`src/rtl/aes_dec_stream_ctrl.sv`:
```
// rtl/aes_dec_stream_ctrl.sv - AES decryption core sequencer: key load, block feed, watchdog, buffered output
// Optional CBC chaining is enabled by defining AES_CBC_EN.
module aes_dec_stream_ctrl #(
    parameter int KEY_WAIT_CYCLES = 10,
    parameter int TIMEOUT_CYCLES  = 64,
    parameter int CNT_W           = 8
) (
    input  logic         clk,
    input  logic         rst,
    input  logic         cfg_key_valid,
    input  logic [127:0] cfg_key,
    input  logic         cfg_mode,
    input  logic [127:0] cfg_iv,
    input  logic         in_valid,
    output logic         in_ready,
    input  logic [127:0] in_data,
    input  logic         in_last,
    output logic         out_valid,
    input  logic         out_ready,
    output logic [127:0] out_data,
    output logic         out_last,
    output logic         core_kld,
    output logic         core_ld,
    output logic [127:0] core_key,
    output logic         core_mode,
    output logic [127:0] core_text_in,
    input  logic         core_done,
    input  logic [127:0] core_text_out,
    output logic         key_loaded,
    output logic         busy,
    output logic         err_timeout
);

    typedef enum logic [2:0] {
        S_IDLE  = 3'd0,
        S_KEYLD = 3'd1,
        S_KWAIT = 3'd2,
        S_READY = 3'd3,
        S_LOAD  = 3'd4,
        S_WAIT  = 3'd5,
        S_OUT   = 3'd6
    } state_t;

    localparam logic [CNT_W-1:0] KWAIT_LAST = CNT_W'(KEY_WAIT_CYCLES - 1);
    localparam logic [CNT_W-1:0] TO_LAST    = CNT_W'(TIMEOUT_CYCLES - 1);

    state_t           state;
    state_t           state_nxt;
    logic [CNT_W-1:0] cnt;
    logic [127:0]     key_q;
    logic             mode_q;
    logic [127:0]     text_q;
    logic             last_q;
    logic [127:0]     out_data_q;
    logic             err_q;

    logic key_take;
    logic blk_accept;
    logic capture;
    logic timeout;
    logic [127:0] result;

    // A key pulse is only honoured when no block is in flight.
    assign key_take   = cfg_key_valid && (state == S_IDLE || state == S_READY);
    assign blk_accept = (state == S_READY) && in_valid && !cfg_key_valid;
    assign capture    = (state == S_WAIT) && core_done;
    assign timeout    = (state == S_WAIT) && !core_done && (cnt == TO_LAST);

    always_comb begin
        state_nxt = state;
        case (state)
            S_IDLE:  if (cfg_key_valid) state_nxt = S_KEYLD;
            S_KEYLD: state_nxt = S_KWAIT;
            S_KWAIT: if (cnt == KWAIT_LAST) state_nxt = S_READY;
            S_READY: begin
                if (cfg_key_valid)  state_nxt = S_KEYLD;
                else if (in_valid)  state_nxt = S_LOAD;
            end
            S_LOAD:  state_nxt = S_WAIT;
            S_WAIT: begin
                if (core_done)          state_nxt = S_OUT;
                else if (cnt == TO_LAST) state_nxt = S_READY;
            end
            S_OUT:   if (out_ready) state_nxt = S_READY;
            default: state_nxt = S_IDLE;
        endcase
    end

    always_ff @(posedge clk or posedge rst) begin
        if (rst) begin
            state <= S_IDLE;
            cnt   <= '0;
        end else begin
            state <= state_nxt;
            if (state == S_KWAIT || state == S_WAIT)
                cnt <= cnt + 1'b1;
            else
                cnt <= '0;
        end
    end

`ifdef AES_CBC_EN
    logic [127:0] iv_q;
    logic [127:0] chain_q;

    assign result = core_text_out ^ chain_q;

    always_ff @(posedge clk or posedge rst) begin
        if (rst) begin
            iv_q    <= '0;
            chain_q <= '0;
        end else if (key_take) begin
            iv_q    <= cfg_iv;
            chain_q <= cfg_iv;
        end else if (capture) begin
            chain_q <= text_q;
        end else if (timeout) begin
            chain_q <= iv_q;
        end else if (state == S_OUT && out_ready && last_q) begin
            chain_q <= iv_q;
        end
    end
`else
    logic unused_iv;

    assign unused_iv = ^cfg_iv;
    assign result    = core_text_out;
`endif

    always_ff @(posedge clk or posedge rst) begin
        if (rst) begin
            key_q      <= '0;
            mode_q     <= 1'b0;
            text_q     <= '0;
            last_q     <= 1'b0;
            out_data_q <= '0;
            err_q      <= 1'b0;
        end else begin
            if (key_take) begin
                key_q  <= cfg_key;
                mode_q <= cfg_mode;
                err_q  <= 1'b0;
            end
            if (blk_accept) begin
                text_q <= in_data;
                last_q <= in_last;
            end
            if (capture)
                out_data_q <= result;
            if (timeout)
                err_q <= 1'b1;
        end
    end

    assign in_ready     = (state == S_READY) && !cfg_key_valid;
    assign out_valid    = (state == S_OUT);
    assign out_data     = out_data_q;
    assign out_last     = last_q;
    assign core_kld     = (state == S_KEYLD);
    assign core_ld      = (state == S_LOAD);
    assign core_key     = key_q;
    assign core_mode    = mode_q;
    assign core_text_in = text_q;
    assign key_loaded   = (state == S_READY) || (state == S_LOAD) ||
                          (state == S_WAIT)  || (state == S_OUT);
    assign busy         = (state != S_IDLE) && (state != S_READY);
    assign err_timeout  = err_q;

endmodule

```
`config.mk`:
```
export PLATFORM = sky130hd
export DESIGN_NAME = aes_dec_stream_ctrl
export DESIGN_NICKNAME = d
export VERILOG_FILES = /design/src/rtl/aes_dec_stream_ctrl.sv
export SDC_FILE = /design/constraint.sdc
export NUM_CORES = 1
export LEC_CHECK = 0
export BUFFER_PORTS_ARGS = -buffer_cell sky130_fd_sc_hd__buf_2
export CAP_MARGIN = 20
export CELL_PAD_IN_SITES_DETAIL_PLACEMENT = 0
export CELL_PAD_IN_SITES_GLOBAL_PLACEMENT = 1
export CORE_AREA = 2 2 356 358
export DETAILED_ROUTE_END_ITERATION = 8
export DIE_AREA = 0 0 358 360
export GPL_ROUTABILITY_DRIVEN = 1
export MAX_ROUTING_LAYER = met4
export PLACE_DENSITY = 0.49
export REMOVE_ABC_BUFFERS = 1
export SKIP_LAST_GASP = 1
export SLEW_MARGIN = 20
export SYNTH_ARGS = -nofsm -noshare
export SYNTH_HDL_FRONTEND = slang
export SYNTH_SLANG_ARGS = --single-unit
```
`constraint.sdc`:
```
create_clock -name clk -period 17.07 [get_ports clk]
set_clock_uncertainty 0.2 [all_clocks]
set_input_delay 2.5605 -clock clk [delete_from_list [all_inputs] [get_ports clk]]
set_output_delay 2.5605 -clock clk [all_outputs]
set_load 0.05 [all_outputs]
```
Word level (Yosys, flattened, before mapping)
Index checks and enable logic that the tools add are counted.
{"block": "totals", "reg_bits": 398, "word_cells": 53, "out_inout_bits": 393}
{"block": "op_classes", "mux": 11, "addsub": 1, "n_eq_ne": 14, "n_reduce_logical": 19}
{"op": "$mux W3", "n": 7}
{"op": "$pmux W3 S7", "n": 1}
{"op": "$eq A3 B3 Y1 const B", "n": 3}
{"op": "$add A8 B1 Y8 const B", "n": 1}
{"op": "$eq A8 B4 Y1 const B", "n": 1}
{"op": "$eq A8 B6 Y1 const B", "n": 1}
{"op": "$logic_and A1 B1 Y1", "n": 8}
{"op": "$mux W8", "n": 1}
{"op": "$eq A3 B2 Y1 const B", "n": 2}
{"op": "$ne A3 B2 Y1 const B", "n": 2}
{"op": "$logic_or A1 B1 Y1", "n": 5}
{"op": "$reduce_and A5 Y1", "n": 1}
{"op": "$ne A2 B2 Y1 const B", "n": 2}
{"op": "$eq A3 B1 Y1 const B", "n": 1}
{"op": "$logic_not A3 Y1", "n": 1}
{"op": "$ne A3 B3 Y1 const B", "n": 1}
{"op": "$reduce_bool A3 Y1", "n": 1}
{"op": "$logic_not A1 Y1", "n": 2}
{"op": "$mux W1", "n": 2}
{"op": "$ne A2 B1 Y1 const B", "n": 1}
{"op": "$reduce_bool A2 Y1", "n": 1}

Longest topological paths before layout
{"block": "logic_depth", "word_depth": 5, "depth_mapped": 9}

Least setup slack after synthesis
Ideal clock, no wire load.
{"block": "synth_timing", "path_type": "in2out", "start": "input cfg_key_valid", "end": "output in_ready", "stages": 1, "path_slack_ns": 11.054, "t_required_ns": 14.309, "arrival_time_ns": 3.255, "cell_sequence": "nor3b_2"}
{"block": "synth_via", "elab_chain_len": 2}
{"element": "from (decl)", "line_no": "10", "text": "input logic cfg_key_valid,"}
{"element": "$logic_not A1 Y1", "line_no": "155", "text": "assign in_ready = (state == S_READY) && !cfg_key_valid;"}
{"element": "$logic_and A1 B1 Y1", "line_no": "155"}
{"element": "to (decl)", "line_no": "15", "text": "output logic in_ready,"}
No other way between the ends.

Worst setup path in the final report
Ends and elaborated chain as after synthesis.

==> impl_metrics.yaml <==
sta:
  grt_setup_unrepaired: "false"
  report.final.slew_viol_count: 0
  relSlewSlack_pct: 31.0
  fin_crit_sh_pct: 35.4
  fmax_ghz: 0.166
  tns_ns: 0
  min_period_ns: 6.04
  setup_viol: 0
  hold_slack_ns: 0.277
  worstMarginPinSlew_ns: 1.03
  final-hold-violation-count: 0
power_and_ir_drop:
  total_power_mw: 5.69
  ir_worst_vdd_mv: 0.109
  net-switching-power_mw: 2.82
  comb_power_share_pct: 52.5
  intPower_mw: 2.88
  p_leak_nw: 11.4
  clock_power_share_pct: 19.1
  power_density_nw_per_um2: 248
  seqPwrFrac_pct: 28.4
  p_sw_share_pct: 49.5
min_path:
  hp-class: "flip-flop to flip-flop"
worst_setup_path:
  end_kind: "output port"
  cp-startpoint: "cfg_key_valid"
  cp_max_fo: 3
  r2r_cells: 8
  cp_top_family: "buffers and inverters"
  crit_top_cell: "buf_2"
  cp_cell_sequence: "buf_2 > nor3b_2 > buf_2"
  r2r_start: "state[0]$_DFFE_PP0P_"
  crit_buf_inv: 2
  slowest_delay_ns: 0.32
  slowest_stage: "buf_2"
  r2r_slack_ns: 12.70
  cp-start-kind: "primary input"
  worstPathArrival_ns: 3.28
  worstPathRequired_ns: 14.31
  rr_endpoint: "core_key[123]$_DFFE_PP0P_"
  cp_num_cells: 3
  worstSetupPathType: "primary input to output port"
  cp-endpoint: "in_ready"
detailed_routing:
  post_drt_wl_per_cell_um: 16.5
  ant_nets: 0
  vias: 10500
  drt_iter0_drc: 346
  drt-vias-per-instance: 3.10
  routed_wl_mm: 56.1
  drc: 0
  drtPass1Iterations: 4
outcome:
  status: "completed"
cells_and_area:
  final_layout_size_suffix_gt1_share_pct: 67.4
  regArea_um2: 9960
  multiInputGateArea_um2: 5140
  fill_cells: 13800
  finalInstanceArea_um2: 22900
  nets: 2225
  synthToLayoutAreaGrowth_pct: 48.4
  postLayoutCoreUtil_pct: 18.3
synthesis:
  synthArstFlopShare_pct: 100
  ys_types: 32
  yosys-top-cells-area: "dfrtp_1 (65%), mux2_2 (14%), mux2_4 (9.6%)"
  synth_seq_cells: 398
  synth_edf_count: 0
  yosysWarnings: 0
  syn_avg_cell_area_um2: 17.3
  synth_top_cell_by_area: "dfrtp_1"
  synth_ff_type: "dfrtp_1"
  synth_area_um2: 15400
  synth-seq-area-share_pct: 64.5
  netlist_instances: 894
  synth_top_area_share_pct: 64.5
clock_tree:
  clkTransAtPathRegs_ns: 0.06
  cts-resized-gates: 0
  cts_hold_buf: 0
  cts_made_buffers: 51
  postCtsSetupRepairBufs: 0
  cts-root-buf: "clkbuf_16"
  clk_latency_ns: 0.61
  cts_max_level: 2
  cts_sinks: 398
  cts_buffer_depth: 3
  cts_tree: "done"
global_routing:
  grt_max_degree: 130
  grt_first_pass_wirelength_mm: 79.1
  grt_util_all_layers_pct: 8.60
  grt_overflow_total: 0
  antenna_found_initial: 8
  grt_pass1_vias: 11200
die:
  start_util_pct: 12.4
  die_area_um2: 129000
  fp-row-count: 130
  ios: 913
  fp.coreArea_um2: 125000
  chipWidth_um: 358
  dieHeight_um: 360
placement:
  dp_hpwl_mm: 42.8
  place_area_um2: 21200
  globalplace.congestion: 0.752
  io_buffers: 784
flow_run:
  drv_cap: 0
cells in the final DEF (no fill, tap or decap), drive strengths merged, types with 3 or more instances in the layout:
master,n
buf,795
dfrtp,398
inv,9
and3,4
mux2,388
xnor2,3
bufinv,3
a21oi,3
diode,4
clkbuf,75
clkinv,12
nor2,11
xor2,3
nor3,3
ha,7
nand3,3
logic make-up after synthesis:
| logic type | synth area share, % |
|---|---|
| AO/OA/AOI/OAI | 0.316 |
| flip-flops | 64.5 |
| XOR/XNOR | 0.340 |
| buffers and inverters | 2.24 |
| AND/OR/NAND/NOR | 1.19 |
| adder cells (fa/ha/maj) | 0.567 |
| multiplexers | 30.8 |
metrics by stage:
step	worst slack [ns]	std cells
final	11.03	3391
after global routing	10.99	3388
after CTS	11.02	3387
after detailed placement	10.98	3295
after global placement	10.96	3295
after floorplan	3.24	850
worst min path at each step:
stage	start	cells after the start	slack [ns]	endpoint
6_report	core_text_in[74]$_DFFE_PP0P_	1	0.28	core_text_in[74]$_DFFE_PP0P_
2_1_floorplan	cnt[0]$_DFF_PP0_	1	0.27	cnt[0]$_DFF_PP0_
5_1_grt	core_text_in[97]$_DFFE_PP0P_	1	0.29	core_text_in[97]$_DFFE_PP0P_
3_3_place_gp	core_text_in[38]$_DFFE_PP0P_	1	0.26	core_text_in[38]$_DFFE_PP0P_
3_5_place_dp	core_text_in[98]$_DFFE_PP0P_	1	0.27	core_text_in[98]$_DFFE_PP0P_
4_1_cts	core_text_in[24]$_DFFE_PP0P_	1	0.28	core_text_in[24]$_DFFE_PP0P_
sequential cells by signal, indices dropped and copies added (netlist names):
name	count
core_key	128
out_last	1
core_text_in	128
err_timeout	1
out_data	128
core_mode	1
cnt	8
state	3
routing by layer:
| layer | vias up | wire, um | track usage (%) |
|---|---|---|---|
| met5 | - | 0 | - |
| met4 | 0 | 1520 | 2.89 |
| met3 | 79 | 5730 | 3.37 |
| met2 | 511 | 25700 | 13.4 |
| met1 | 5170 | 23200 | 10.0 |
| li1 | 4756 | - | - |
layout make-up:
class                   count  area share [%]
multi-input cells         444            22.4
inverters                   8           0.164
clock buffers              75            6.54
well taps                1650            9.01
diodes                      4          0.0437
clock inverters            17           0.792
repair buffers            795            17.5
flip-flops and latches    398            43.5
worst register-to-register path: stages (launching register included):
cell	delay, ns
dfrtp_1	0.37
inv_1	0.10
ha_1	0.27
o21bai_1	0.38
or2_4	0.26
buf_4	0.60
buf_4	0.75
buf_4	0.85
mux2_2	0.46
cell usage after synthesis, types with 2 or more instances:
cell,instances
inv_1,8
clkbuf_1,2
nand2_1,2
nor3_1,3
nand4_1,2
a21oi_1,3
and3_1,4
xnor2_1,3
xor2_1,3
dfrtp_1,398
buf_4,12
nor2_1,11
mux2_2,191
mux2i_1,2
ha_1,7
buf_2,19
mux2_1,98
nand3_1,3
buf_6,11
mux2_4,99
and2_1,2
power groups by stage:
stage / clock [mW] / combinational, mW / sequential, mW
2_1_floorplan: 0 / 0.791 / 3.15
3_3_place_gp: 0 / 3.03 / 1.62
3_5_place_dp: 0 / 3.04 / 1.62
4_1_cts: 1.15 / 3.03 / 1.62
5_1_grt: 1.18 / 3.12 / 1.68
6_report: 1.09 / 2.99 / 1.61
Power figures use the tool's default switching activity.
